<file path="config.mk">
export PLATFORM = sky130hd
export DESIGN_NAME = stack_mc_controller
export DESIGN_NICKNAME = d
export VERILOG_FILES = /design/src/rtl/stack_pkg.sv /design/src/rtl/stack_depth_tracker.sv /design/src/rtl/stack_mc_controller.sv
export SDC_FILE = /design/constraint.sdc
export NUM_CORES = 1
export LEC_CHECK = 0
export CORE_ASPECT_RATIO = 1.75
export CORE_MARGIN = 2
export CORE_UTILIZATION = 40
export DETAILED_ROUTE_END_ITERATION = 10
export DONT_BUFFER_PORTS = 1
export PLACE_DENSITY = 0.62
export SLEW_MARGIN = 20
export SYNTH_ARGS = -nofsm -noshare
export SYNTH_HDL_FRONTEND = slang
export SYNTH_SLANG_ARGS = --single-unit
export TNS_END_PERCENT = 1
</file>
<file path="constraint.sdc">
create_clock -name clk -period 4.7 [get_ports clk]
set_clock_uncertainty 0.15 [all_clocks]
set_input_delay 0.235 -clock clk [delete_from_list [all_inputs] [get_ports clk]]
set_output_delay 0.235 -clock clk [all_outputs]
set_load 0.005 [all_outputs]
</file>
<file path="src/rtl/stack_pkg.sv">
// stack_pkg: shared encodings for the stack-machine multicycle controller
package stack_pkg;
  localparam logic [3:0] OP_ADD = 4'h0, OP_SUB = 4'h1, OP_AND = 4'h2, OP_NOT = 4'h3;
  localparam logic [3:0] OP_PUSH = 4'h4, OP_POP = 4'h5, OP_JMP = 4'h6, OP_JZ = 4'h7;
  localparam logic [3:0] OP_OR = 4'h8, OP_DUP = 4'h9, OP_JNZ = 4'hA, OP_NOP = 4'hB, OP_HALT = 4'hF;
  localparam logic [2:0] ALU_ADD = 3'b000, ALU_SUB = 3'b001, ALU_AND = 3'b010, ALU_NOT = 3'b011, ALU_OR = 3'b100;
  localparam logic [1:0] SRC_MEM = 2'd0, SRC_ALU = 2'd1, SRC_B = 2'd2;
  typedef enum logic [1:0] {ERR_NONE, ERR_UNDER, ERR_OVER, ERR_ILLEGAL} err_t;
  typedef enum logic [4:0] {
    S_FETCH, S_DECODE, S_ALU_1, S_ALU_2, S_ALU_3, S_PUSH_RD, S_PUSH_WR, S_POP_1, S_POP_WR,
    S_JMP, S_JZ_1, S_BR_TAKE, S_DUP_1, S_DUP_2, S_DUP_3, S_HALT, S_ERROR
  } state_t;
  function automatic logic [2:0] alu_of(input logic [3:0] op);
    return op == OP_SUB ? ALU_SUB : op == OP_AND ? ALU_AND : op == OP_NOT ? ALU_NOT :
           op == OP_OR ? ALU_OR : ALU_ADD;
  endfunction
  function automatic logic [1:0] need_of(input logic [3:0] op);
    return op inside {OP_ADD, OP_SUB, OP_AND, OP_OR} ? 2'd2 :
           op inside {OP_NOT, OP_POP, OP_JZ, OP_JNZ, OP_DUP} ? 2'd1 : 2'd0;
  endfunction
endpackage

</file>
<file path="src/rtl/stack_depth_tracker.sv">
// stack_depth_tracker: stack occupancy counter with underflow/overflow checks
module stack_depth_tracker #(
  parameter int STACK_DEPTH = 16,
  parameter int DEPTH_W = $clog2(STACK_DEPTH + 1)
) (
  input  logic               clk,
  input  logic               rst,
  input  logic               push,
  input  logic               pop,
  input  logic [1:0]         need,
  input  logic               grow,
  output logic [DEPTH_W-1:0] depth,
  output logic               under,
  output logic               over
);
  localparam logic [DEPTH_W-1:0] FULL = DEPTH_W'(STACK_DEPTH);
  assign under = depth < DEPTH_W'(need);
  assign over = grow && depth >= FULL;
  always_ff @(posedge clk)
    if (rst) depth <= '0;
    else if (push && !pop && depth != FULL) depth <= depth + 1'b1;
    else if (pop && !push && depth != '0) depth <= depth - 1'b1;
endmodule

</file>
<file path="src/rtl/stack_mc_controller.sv">
// stack_mc_controller: multicycle control FSM for the stack-machine core with traps and halt
module stack_mc_controller import stack_pkg::*; #(
  parameter int INST_W = 12,
  parameter int STACK_DEPTH = 16,
  parameter int DEPTH_W = $clog2(STACK_DEPTH + 1)
) (
  input  logic               clk,
  input  logic               rst,
  input  logic [INST_W-1:0]  inst,
  input  logic               zero,
  input  logic               mem_ready,
  output logic               mem_req,
  output logic               mem_write,
  output logic               mem_adr_src,
  output logic               ld_ir,
  output logic               ld_pc,
  output logic               pc_src,
  output logic [1:0]         stack_src,
  output logic               tos,
  output logic               stack_push,
  output logic               stack_pop,
  output logic               ld_B,
  output logic [2:0]         alu_op,
  output logic               halted,
  output logic [1:0]         err_code,
  output logic [DEPTH_W-1:0] depth
);
  state_t state, state_n;
  err_t err_q, err_n;
  logic [3:0] op;
  logic under, over, illegal;
  logic [DEPTH_W-1:0] depth_q;
  logic unused_operand;
  assign op = inst[INST_W-1 -: 4];
  assign unused_operand = ^inst[INST_W-5:0];
  assign illegal = op inside {4'hC, 4'hD, 4'hE};
  stack_depth_tracker #(.STACK_DEPTH(STACK_DEPTH), .DEPTH_W(DEPTH_W)) u_depth (
    .clk(clk), .rst(rst), .push(stack_push), .pop(stack_pop), .need(need_of(op)),
    .grow(op == OP_PUSH || op == OP_DUP), .depth(depth_q), .under(under), .over(over)
  );
  always_comb begin
    state_n = state;
    err_n = err_q;
    case (state)
      S_FETCH:   state_n = mem_ready ? S_DECODE : S_FETCH;
      S_DECODE:
        if (under || over || illegal) begin
          state_n = S_ERROR;
          err_n = under ? ERR_UNDER : over ? ERR_OVER : ERR_ILLEGAL;
        end else
          case (op)
            OP_ADD, OP_SUB, OP_AND, OP_OR: state_n = S_ALU_1;
            OP_NOT:          state_n = S_ALU_2;
            OP_PUSH:         state_n = S_PUSH_RD;
            OP_POP:          state_n = S_POP_1;
            OP_JMP:          state_n = S_JMP;
            OP_JZ, OP_JNZ:   state_n = S_JZ_1;
            OP_DUP:          state_n = S_DUP_1;
            OP_HALT:         state_n = S_HALT;
            default:         state_n = S_FETCH;
          endcase
      S_ALU_1:   state_n = S_ALU_2;
      S_ALU_2:   state_n = S_ALU_3;
      S_PUSH_RD: state_n = mem_ready ? S_PUSH_WR : S_PUSH_RD;
      S_POP_1:   state_n = S_POP_WR;
      S_POP_WR:  state_n = mem_ready ? S_FETCH : S_POP_WR;
      S_JZ_1:    state_n = ((op == OP_JZ) == zero) ? S_BR_TAKE : S_FETCH;
      S_DUP_1:   state_n = S_DUP_2;
      S_DUP_2:   state_n = S_DUP_3;
      S_ALU_3, S_PUSH_WR, S_JMP, S_BR_TAKE, S_DUP_3: state_n = S_FETCH;
      default:   state_n = state;
    endcase
  end
  always_ff @(posedge clk)
    if (rst) begin
      state <= S_FETCH;
      err_q <= ERR_NONE;
    end else begin
      state <= state_n;
      err_q <= err_n;
    end
  // Outputs are forced low for the whole reset cycle, not just after the edge.
  always_comb begin
    {mem_req, mem_write, mem_adr_src, ld_ir, ld_pc, pc_src, tos, stack_push, stack_pop, ld_B} = '0;
    stack_src = SRC_MEM;
    alu_op = ALU_ADD;
    if (!rst)
      case (state)
        S_FETCH: begin
          {mem_req, mem_adr_src} = '1;
          ld_ir = mem_ready;
          ld_pc = mem_ready;
        end
        S_ALU_1, S_DUP_1: {tos, stack_pop, ld_B} = '1;
        S_ALU_2: begin
          {tos, stack_pop} = '1;
          alu_op = alu_of(op);
        end
        S_ALU_3: begin
          stack_push = 1'b1;
          stack_src = SRC_ALU;
        end
        S_PUSH_RD: mem_req = 1'b1;
        S_PUSH_WR: stack_push = 1'b1;
        S_POP_1: {tos, stack_pop} = '1;
        S_POP_WR: {mem_req, mem_write} = '1;
        S_JMP, S_BR_TAKE: {ld_pc, pc_src} = '1;
        S_JZ_1: tos = 1'b1;
        S_DUP_2, S_DUP_3: begin
          stack_push = 1'b1;
          stack_src = SRC_B;
        end
        default: ;
      endcase
  end
  assign halted = !rst && (state == S_HALT || state == S_ERROR);
  assign err_code = rst ? ERR_NONE : err_q;
  assign depth = rst ? '0 : depth_q;
endmodule
</file>
Yosys cells after proc, flatten, opt, wreduce, memory -nomap -nowiden
Memory sizes are Yosys's and may differ from the RTL's.
Index checks and enable logic that the tools add are counted.
{"block": "word_totals", "ff_bits": 12, "mem_bits_ro": 64, "output_inout_bits": 23, "wordCells": 110, "memories": 1}
{"block": "op_classes", "add_sub_neg": 2, "order_cmp": 2, "eq_ne": 30, "muxes": 42, "n_reduce_logical": 30}
{"name": "(name not given)", "words": 16, "width": 4, "rd": 1, "rd_clocked_by_memory_dff": 0, "wr": 0, "line": "stack_mc_controller.sv:51", "text": "case (op)"}
{"operator": "5-bit one-hot mux with 11 select lines", "count": 1}
{"operator": "5-bit by 4-bit equality test with 1-bit output, second input constant", "count": 8}
{"operator": "4-bit equality test, second input constant", "count": 6}
{"operator": "1-bit 2-to-1 mux", "count": 22}
{"operator": "5-bit by 3-bit equality test with 1-bit output, second input constant", "count": 4}
{"operator": "5-bit 2-to-1 mux", "count": 4}
{"operator": "3-bit 2-to-1 mux", "count": 6}
{"operator": "4-bit by 3-bit equality test with 1-bit output, second input constant", "count": 3}
{"operator": "11-bit nonzero test", "count": 1}
{"operator": "5-bit by 2-bit equality test with 1-bit output, second input constant", "count": 2}
{"operator": "2-bit 2-to-1 mux", "count": 5}
{"operator": "5-bit nonzero test", "count": 2}
{"operator": "5-bit OR reduction", "count": 2}
{"operator": "4-bit by 2-bit equality test with 1-bit output, second input constant", "count": 2}
{"operator": "4-bit 2-to-1 mux", "count": 2}
{"operator": "4-bit OR reduction", "count": 2}
{"operator": "1-bit logical AND", "count": 6}
{"operator": "2-bit OR reduction", "count": 3}
{"operator": "5-bit by 1-bit adder with 5-bit output, second input constant", "count": 1}
{"operator": "5-bit by 1-bit equality test with 1-bit output, second input constant", "count": 1}
{"operator": "5-bit equality test, second input constant", "count": 1}
{"operator": "5-bit greater-or-equal comparator, second input constant", "count": 1}
{"operator": "5-bit zero test", "count": 1}
{"operator": "5-bit by 2-bit less-than comparator with 1-bit output", "count": 1}
{"operator": "other kinds (14)", "count": 19}

Longest topological paths before layout
Gate-level depths: netlist of run 1.
{"block": "logic_depth", "depth_word": 9, "ltp_mapped": 11, "mapped_depth_nobuf": 11}

Modules after synthesis
From an unflattened synthesis of run 1, not the netlist that was laid out.
{"block": "unflattened", "cells_unflattened": 200, "area_unflattened_um2": 1461.4}
{"mod": "stack_mc_controller", "n_inst": 1, "cells_per_inst": 155, "area_each_um2": 1021.0, "seq_area_each_um2": 140.1}
{"mod": "stack_depth_tracker", "n_inst": 1, "cells_per_inst": 45, "area_each_um2": 440.4, "seq_area_each_um2": 100.1}

Worst setup path after synthesis of run 1
OpenSTA, ideal clock, no wires.
{"block": "synth_timing", "path_type": "register to register", "from": "register state[1]", "to": "register u_depth.depth[4]", "t_arrival_ns": 2.253, "required_ns": 4.429, "setup_slack_ns": 2.176, "path_stages_with_launch": 11, "n_path_buf": 1, "synth_period_minus_slack_ns": 2.524, "path_cell_list": "dfxtp_1 > buf_2 > nor2b_1 > xnor2_1 > nand3_1 > fa_1 > a21o_1 > a21oi_1 > xnor2_1 > nand2_2 > mux2_4"}
{"block": "synth_between", "elab_chain_len": 8}
{"element": "start: declaration", "line": "stack_mc_controller.sv:28", "text": "state_t state, state_n;"}
{"element": "start signal: assignment", "line": "stack_mc_controller.sv:79", "text": "state <= state_n;"}
{"element": "5-bit by 4-bit equality test with 1-bit output (tied with other cells)", "line": "stack_mc_controller.sv:88", "text": "case (state)"}
{"element": "4-bit OR reduction (no source line)"}
{"element": "1-bit 2-to-1 mux", "line": "stack_mc_controller.sv:88"}
{"element": "1-bit 2-to-1 mux", "line": "stack_mc_controller.sv:87", "text": "if (!rst)"}
{"element": "1-bit zero test (on tied branches)", "line": "stack_depth_tracker.sv:21, stack_depth_tracker.sv:22"}
{"element": "1-bit logical AND (on tied branches) (2 in a row)", "line": "stack_depth_tracker.sv:21, stack_depth_tracker.sv:22"}
{"element": "5-bit 2-to-1 mux or 2-bit nonzero test (tied branches)"}
{"element": "end signal: assignment", "line": "stack_depth_tracker.sv:21", "text": "else if (push && !pop && depth != FULL) depth <= depth + 1'b1;"}
{"element": "end signal: assignment", "line": "stack_depth_tracker.sv:22", "text": "else if (pop && !push && depth != '0) depth <= depth - 1'b1;"}
{"element": "end: declaration", "line": "stack_depth_tracker.sv:12", "text": "output logic [DEPTH_W-1:0] depth,"}
Several ways; a longest one is shown, not always the timed one.
A chain may end at the register's enable or synchronous reset.

Final worst setup path of run 1
Same ends and word-level chain as after synthesis.

==> results of run 1 <==
[critical path, cell delays in order (launching register included)]
cell and delay (ns):
dfxtp_1 0.67, nor2b_1 0.18, xnor2_1 0.25, nand3_1 0.26
fa_1 0.47, a21o_1 0.17, a21oi_1 0.17, xnor2_1 0.15
nand2_2 0.07, mux2_4 0.30
[stage by stage]
step	worst slack, ns	hold slack, ns	total power, mW
after detailed placement	1.77	0.158	0.314
after global placement	1.81	0.157	0.309
after CTS	1.76	0.0195	0.409
after global routing	1.51	0.0366	0.440
final	1.75	0.0236	0.406
after floorplan	2.18	0.267	0.291
[cell usage in the layout (no fill, tap or decap), types with 2 or more instances in the layout]
master    netlist  layout
o21ai_0         3       3
a22o_1          3       3
nor4_1          5       5
nor3b_1         2       2
clkbuf_8        0       3
a31oi_1         3       3
a32oi_1         2       2
and2_1          4       4
nand4_1         2       2
dfxtp_1        12      12
ha_1           10      10
o21ai_1         2       2
a21oi_1        13      13
a21o_1          2       2
nand2b_1        4       4
o21bai_1        2       2
xnor2_1         6       6
nand3_1         5       5
nor2_1         17      17
nor2b_1        14      14
inv_1           9       9
mux2_4          2       2
nand2_1        15      15
or2_2           2       2
mux2i_1         4       4
nor3_1          4       4
a211oi_1        3       3
[synth_stat cells, types with 3 or more instances]
| cell type | count |
|---|---|
| nor4_1 | 5 |
| a31oi_1 | 3 |
| nor2_1 | 17 |
| a22o_1 | 3 |
| mux2i_1 | 4 |
| and2_1 | 4 |
| nand3_1 | 5 |
| xnor2_1 | 6 |
| inv_1 | 9 |
| nor2b_1 | 14 |
| dfxtp_1 | 12 |
| a211oi_1 | 3 |
| o21ai_0 | 3 |
| clkbuf_1 | 8 |
| nand2b_1 | 4 |
| a21oi_1 | 13 |
| nand2_1 | 15 |
| ha_1 | 10 |
| nor3_1 | 4 |
[what timing repair did]
item / in CTS / in global routing
hold buffers: 1 / 0
endpoints found under the setup margin: 0 / 0
endpoints found under the hold margin: 9 / 0
resized for setup: 0 / 0
[final cells by class]
cell class              instances  area [sq um]
fillers                       350          1770
multi-input cells             149          1020
flip-flops and latches         12           240
well taps                      43          53.8
clock buffers                   3          41.3
inverters                       9          33.8
repair buffers                  1          10.0
[state kept, by name (all words and copies together) (netlist names)]
signal / count
err_q: 2
u_depth.depth: 5
state: 5
[how the worst min path moves through the flow]
stage                     depth (start not counted)       end
after CTS                                         2  err_q[0]
final                                             2  err_q[0]
after global placement                            1  state[2]
after floorplan                                   2  state[0]
after global routing                              2  err_q[0]
after detailed placement                          1  state[2]
[power breakdown]
part | internal, mW | leakage, nW | switching (mW) | total, mW
sequential | 0.115 | 0.0974 | 0.0325 | 0.147
combinational | 0.0791 | 0.409 | 0.0878 | 0.167
clock | 0.0563 | 0.0216 | 0.0354 | 0.0917
[cells by family after synthesis]
group           share of synthesized area (%)
compound gates                           24.8
xor+xnor                                 3.91
fa+ha+maj                                10.8
buf+inv                                  5.78
flops                                    17.9
mux                                      5.22
simple gates                             31.6
[per-layer routing]
metal	GRT usage, %	part of all wire, %	vias up
met3	2.25	4.1	2
li1	-	-	640
met4	6.49	1.5	0
met1	19.8	43	579
met5	0	0	-
met2	30.8	52	30
==> run_results.csv, run 1 <==
group,metric,value,unit
worst_hold_path,hold_class,"primary input to register",
synthesis,async_flop_share,0,%
worst_setup_path,cp-startpoint,"state[1]",
cts,clkTransAtPathRegs,0.05,ns
cells_and_area,fin_nets,203,
synthesis,synth_top_area_share,17.9,%
timing,clock.fmax,0.339,GHz
cts,clock_latency,0.24,ns
worst_setup_path,setup.worst_path.class,"register to register",
cells_and_area,n_antenna_cell,0,
synthesis,synth_edf_count,0,
detailed_routing,wl,3110,um
worst_setup_path,cp-endpoint,"u_depth.depth[4]",
worst_setup_path,ff2ff_path_depth,9,
worst_setup_path,end_kind,"register",
cells_and_area,finish.instance_area,1400,sq um
global_route,grt_usage,17.4,%
cts,cts_setup_buffers,0,
worst_setup_path,r2r_start,"state[1]",
global_route,grt_max_degree,21,
power,powerDensity,289,nW/um^2
floorplanning,chipHeight,80.6,um
timing,slew_violations,0,
power,power.leakage,0.528,nW
placed_design,dp_hpwl,2370,um
worst_setup_path,cp.required,4.68,ns
timing,relSlewSlack,59.1,%
cts,clk_path_buf_depth,2,
detailed_routing,drt_iter0_drc,20,
detailed_routing,vias_per_cell,5.76,
cells_and_area,fin_cells,217,
synthesis,yosys_warnings,0,
global_route,gr-total-overflow,0,
synthesis,syn_nets,208,
cts,cts_sinks,12,
cts,htree_levels,1,
worst_hold_path,hp-start,"rst",
placed_design,gp_congestion,0.766,
synthesis,yosys_most_used_dff,"dfxtp_1",
placed_design,placed_area,1350,sq um
synthesis,synth_seq_cells,12,
floorplanning,die-area,3850,sq um
synthesis,ys_types,49,
floorplanning,coreArea,3180,sq um
cts,cts-root-buf,"clkbuf_8",
synthesis,yosysSeqAreaShare,17.9,%
worst_setup_path,worstPathMaxFanout,18,
timing,fin_crit_sh,62.7,%
detailed_routing,drcViolationCount,0,
synthesis,netlist_area,1340,sq um
detailed_routing,dr.pass1.iters,4,
synthesis,yosysTopAreaCell,"dfxtp_1",
detailed_routing,vias,1251,
timing,tns,0,ns
synthesis,avgSynthCellArea,7.42,sq um
job,max-cap-violations,0,
floorplanning,die_w,47.8,um
cts,cts_tree,"done",
detailed_routing,ant_nets,0,
detailed_routing,wl_per_cell,14.3,um
timing,fin_crit,2.95,ns
worst_setup_path,arrival,2.92,ns
cells_and_area,drive_above_1_share,6.90,%
global_route,grt_pass1_wl,5010,um
timing,tightest_slew,0.598,ns
synthesis,synthCells,181,
timing,rsz0062_at_grt,"false",
floorplanning,io_pins,39,
synthesis,synthTopCellsByArea,"dfxtp_1, ha_1, nor2b_1",
cells_and_area,utilization,44.2,%
floorplanning,start_util,42.3,%
timing,final_hold_viol_count,0,
global_route,antenna_found_initial,0,
floorplanning,placementRows,27,
placed_design,port_buffers,0,
power,vdd_drop_max,82.3,uV
worst_setup_path,start_kind,"register",
worst_setup_path,r2r-end,"u_depth.depth[4]",
global_route,grt_pass1_vias,1125,
cts,cts_made_buffers,3,
placed_design,dpl.cell_count,213,
timing,setup_viol,0,
worst_setup_path,r2r_slack,1.75,ns
cells_and_area,syn2layout_area_growth,4.57,%
outcome,status,"completed",
Power figures use the tool's default switching activity.
==> run 2: changes to the inputs <==
Clock period 4.7 ns to 2.91 ns, I/O delays scaled along.
==> run_results.csv, run 2 (synthesis results as in run 1) <==
group,metric,value,unit
global_route,grt_pass1_vias,1174,
cells_and_area,syn2layout_area_growth,9.51,%
cts,holdBufCountCts,1,
cts,clk_path_buf_depth,2,
cells_and_area,final_common_cell,"nor2_1",
cells_and_area,n_antenna_cell,0,
cts,clock_latency,0.24,ns
cells_and_area,utilization,46.3,%
cts,cts_resized,0,
worst_setup_path,start_kind,"register",
worst_hold_path,hold_class,"primary input to register",
power,p_int,0.447,mW
timing,final_hold_viol_count,0,
detailed_routing,vias,1292,
placed_design,gp_congestion,0.867,
worst_setup_path,ff2ff_path_depth,9,
job,max-cap-violations,0,
worst_setup_path,crit_chain,"nor4_2 > nand2_1 > nand3_1 > ha_1 > a21o_1 > a21oi_1 > xnor2_1 > nand2_2 > mux2_4",
cts,cts_sinks,12,
power,p_switching,0.268,mW
worst_hold_path,hp-start,"mem_ready",
worst_setup_path,setup.worst_path.class,"register to register",
worst_setup_path,arrival,2.69,ns
floorplanning,chipHeight,80.6,um
cts,cts_made_buffers,3,
timing,fin_crit,2.71,ns
cells_and_area,drive_above_1_share,11.0,%
cts,clkTransAtPathRegs,0.06,ns
cells_and_area,filler_cell_count,349,
floorplanning,die-area,3850,sq um
cells_and_area,multi_input_area,1020,sq um
placed_design,port_buffers,0,
power,vdd_drop_max,163,uV
power,combPwrFrac,45.8,%
timing,fin_crit_sh,93.0,%
worst_setup_path,cp_top_family,"simple AND/OR/NAND/NOR gates",
placed_design,dp_hpwl,2570,um
power,clockPowerShare,25.9,%
power,power.leakage,0.573,nW
global_route,grt_pass1_wl,5090,um
timing,tightest_slew,0.635,ns
global_route,antenna_found_initial,0,
worst_hold_path,whs_path_depth,2,
worst_setup_path,crit_slowest_cell,"nor4_2",
power,powerDensity,486,nW/um^2
detailed_routing,drt_iter0_drc,38,
power,seqPwrFrac,28.3,%
outcome,status,"completed",
cells_and_area,ff_latch_area,240,sq um
floorplanning,io_pins,39,
cells_and_area,top_regs,"state (5), u_depth.depth (5), err_q (2)",
worst_setup_path,r2r-end,"u_depth.depth[4]",
worst_hold_path,worstHoldEndpoint,"state[0]",
cells_and_area,fin_nets,210,
global_route,gr-total-overflow,0,
cts,cts_setup_buffers,0,
timing,slew_violations,0,
detailed_routing,drcViolationCount,0,
worst_setup_path,cp_num_cells,9,
global_route,grt_usage,18.1,%
detailed_routing,vias_per_cell,5.74,
global_route,grt_max_degree,20,
worst_setup_path,worstPathMaxFanout,6,
floorplanning,start_util,42.3,%
detailed_routing,wl,3330,um
worst_setup_path,r2r_slack,0.20,ns
floorplanning,placementRows,27,
timing,rsz0062_at_grt,"false",
worst_setup_path,cp.required,2.89,ns
worst_setup_path,crit_buf_inv,0,
cells_and_area,mostFrequentLayoutCells,"nor2_1, nand2_1, nor2b_1, a21oi_1, dfxtp_1",
detailed_routing,wl_per_cell,14.8,um
detailed_routing,dr.pass1.iters,4,
cts,cts_tree,"done",
timing,setup_viol,0,
worst_setup_path,cp_slowest_stage_delay,0.45,ns
timing,relSlewSlack,56.6,%
floorplanning,die_w,47.8,um
worst_setup_path,r2r_start,"u_depth.depth[1]",
cts,cts-root-buf,"clkbuf_8",
detailed_routing,ant_nets,0,
cts,htree_levels,1,
timing,holdWs,0.00125,ns
floorplanning,coreArea,3180,sq um
power,power,0.715,mW
timing,clock.fmax,0.370,GHz
worst_setup_path,end_kind,"register",
power,swShare,37.5,%
timing,tns,0,ns
run 2: how the worst max path moves through the flow:
stage	startpoint	endpoint	slack, ns
floorplan	state[1]	u_depth.depth[4]	0.39
global placement	state[3]	u_depth.depth[4]	0.30
detailed placement	state[3]	u_depth.depth[4]	0.22
CTS	state[3]	u_depth.depth[4]	0.21
global route	u_depth.depth[1]	u_depth.depth[4]	0.04
finish	u_depth.depth[1]	u_depth.depth[4]	0.20
run 2: power by group through the flow:
stage,clock (mW),combinational (mW),sequential (mW)
finish,0.185,0.327,0.202
global route,0.199,0.361,0.206
CTS,0.187,0.328,0.202
detailed placement,0,0.323,0.206
global placement,0,0.313,0.205
floorplan,0,0.268,0.201
run 2: routing by layer:
layer	global-route usage [%]	wire, um
met1	19.8	1410
met2	32.0	1730
met3	2.92	152
met4	7.57	44
met5	0	0
run 2: layout make-up:
| cell class | count | area share [%] |
|---|---|---|
| flip-flops and latches | 12 | 16.3 |
| inverters | 9 | 2.30 |
| clock buffers | 4 | 3.74 |
| repair buffers | 8 | 4.26 |
| well taps | 43 | 3.66 |
| multi-input cells | 149 | 69.7 |
run 2: through the flow:
stage,setup slack (ns),instance area (sq um),cells
floorplan,0.386,1340,181
global placement,0.297,1410,220
detailed placement,0.223,1410,220
CTS,0.214,1470,225
global route,0.0399,1470,225
finish,0.205,1470,225
run 2: worst register-to-register path: cells and delay by family (launching register included):
kind	cells	cell delay, ns
simple gates	4	0.89
flops	1	0.40
compound gates	2	0.38
fa+ha+maj	1	0.32
mux	1	0.30
xor+xnor	1	0.15
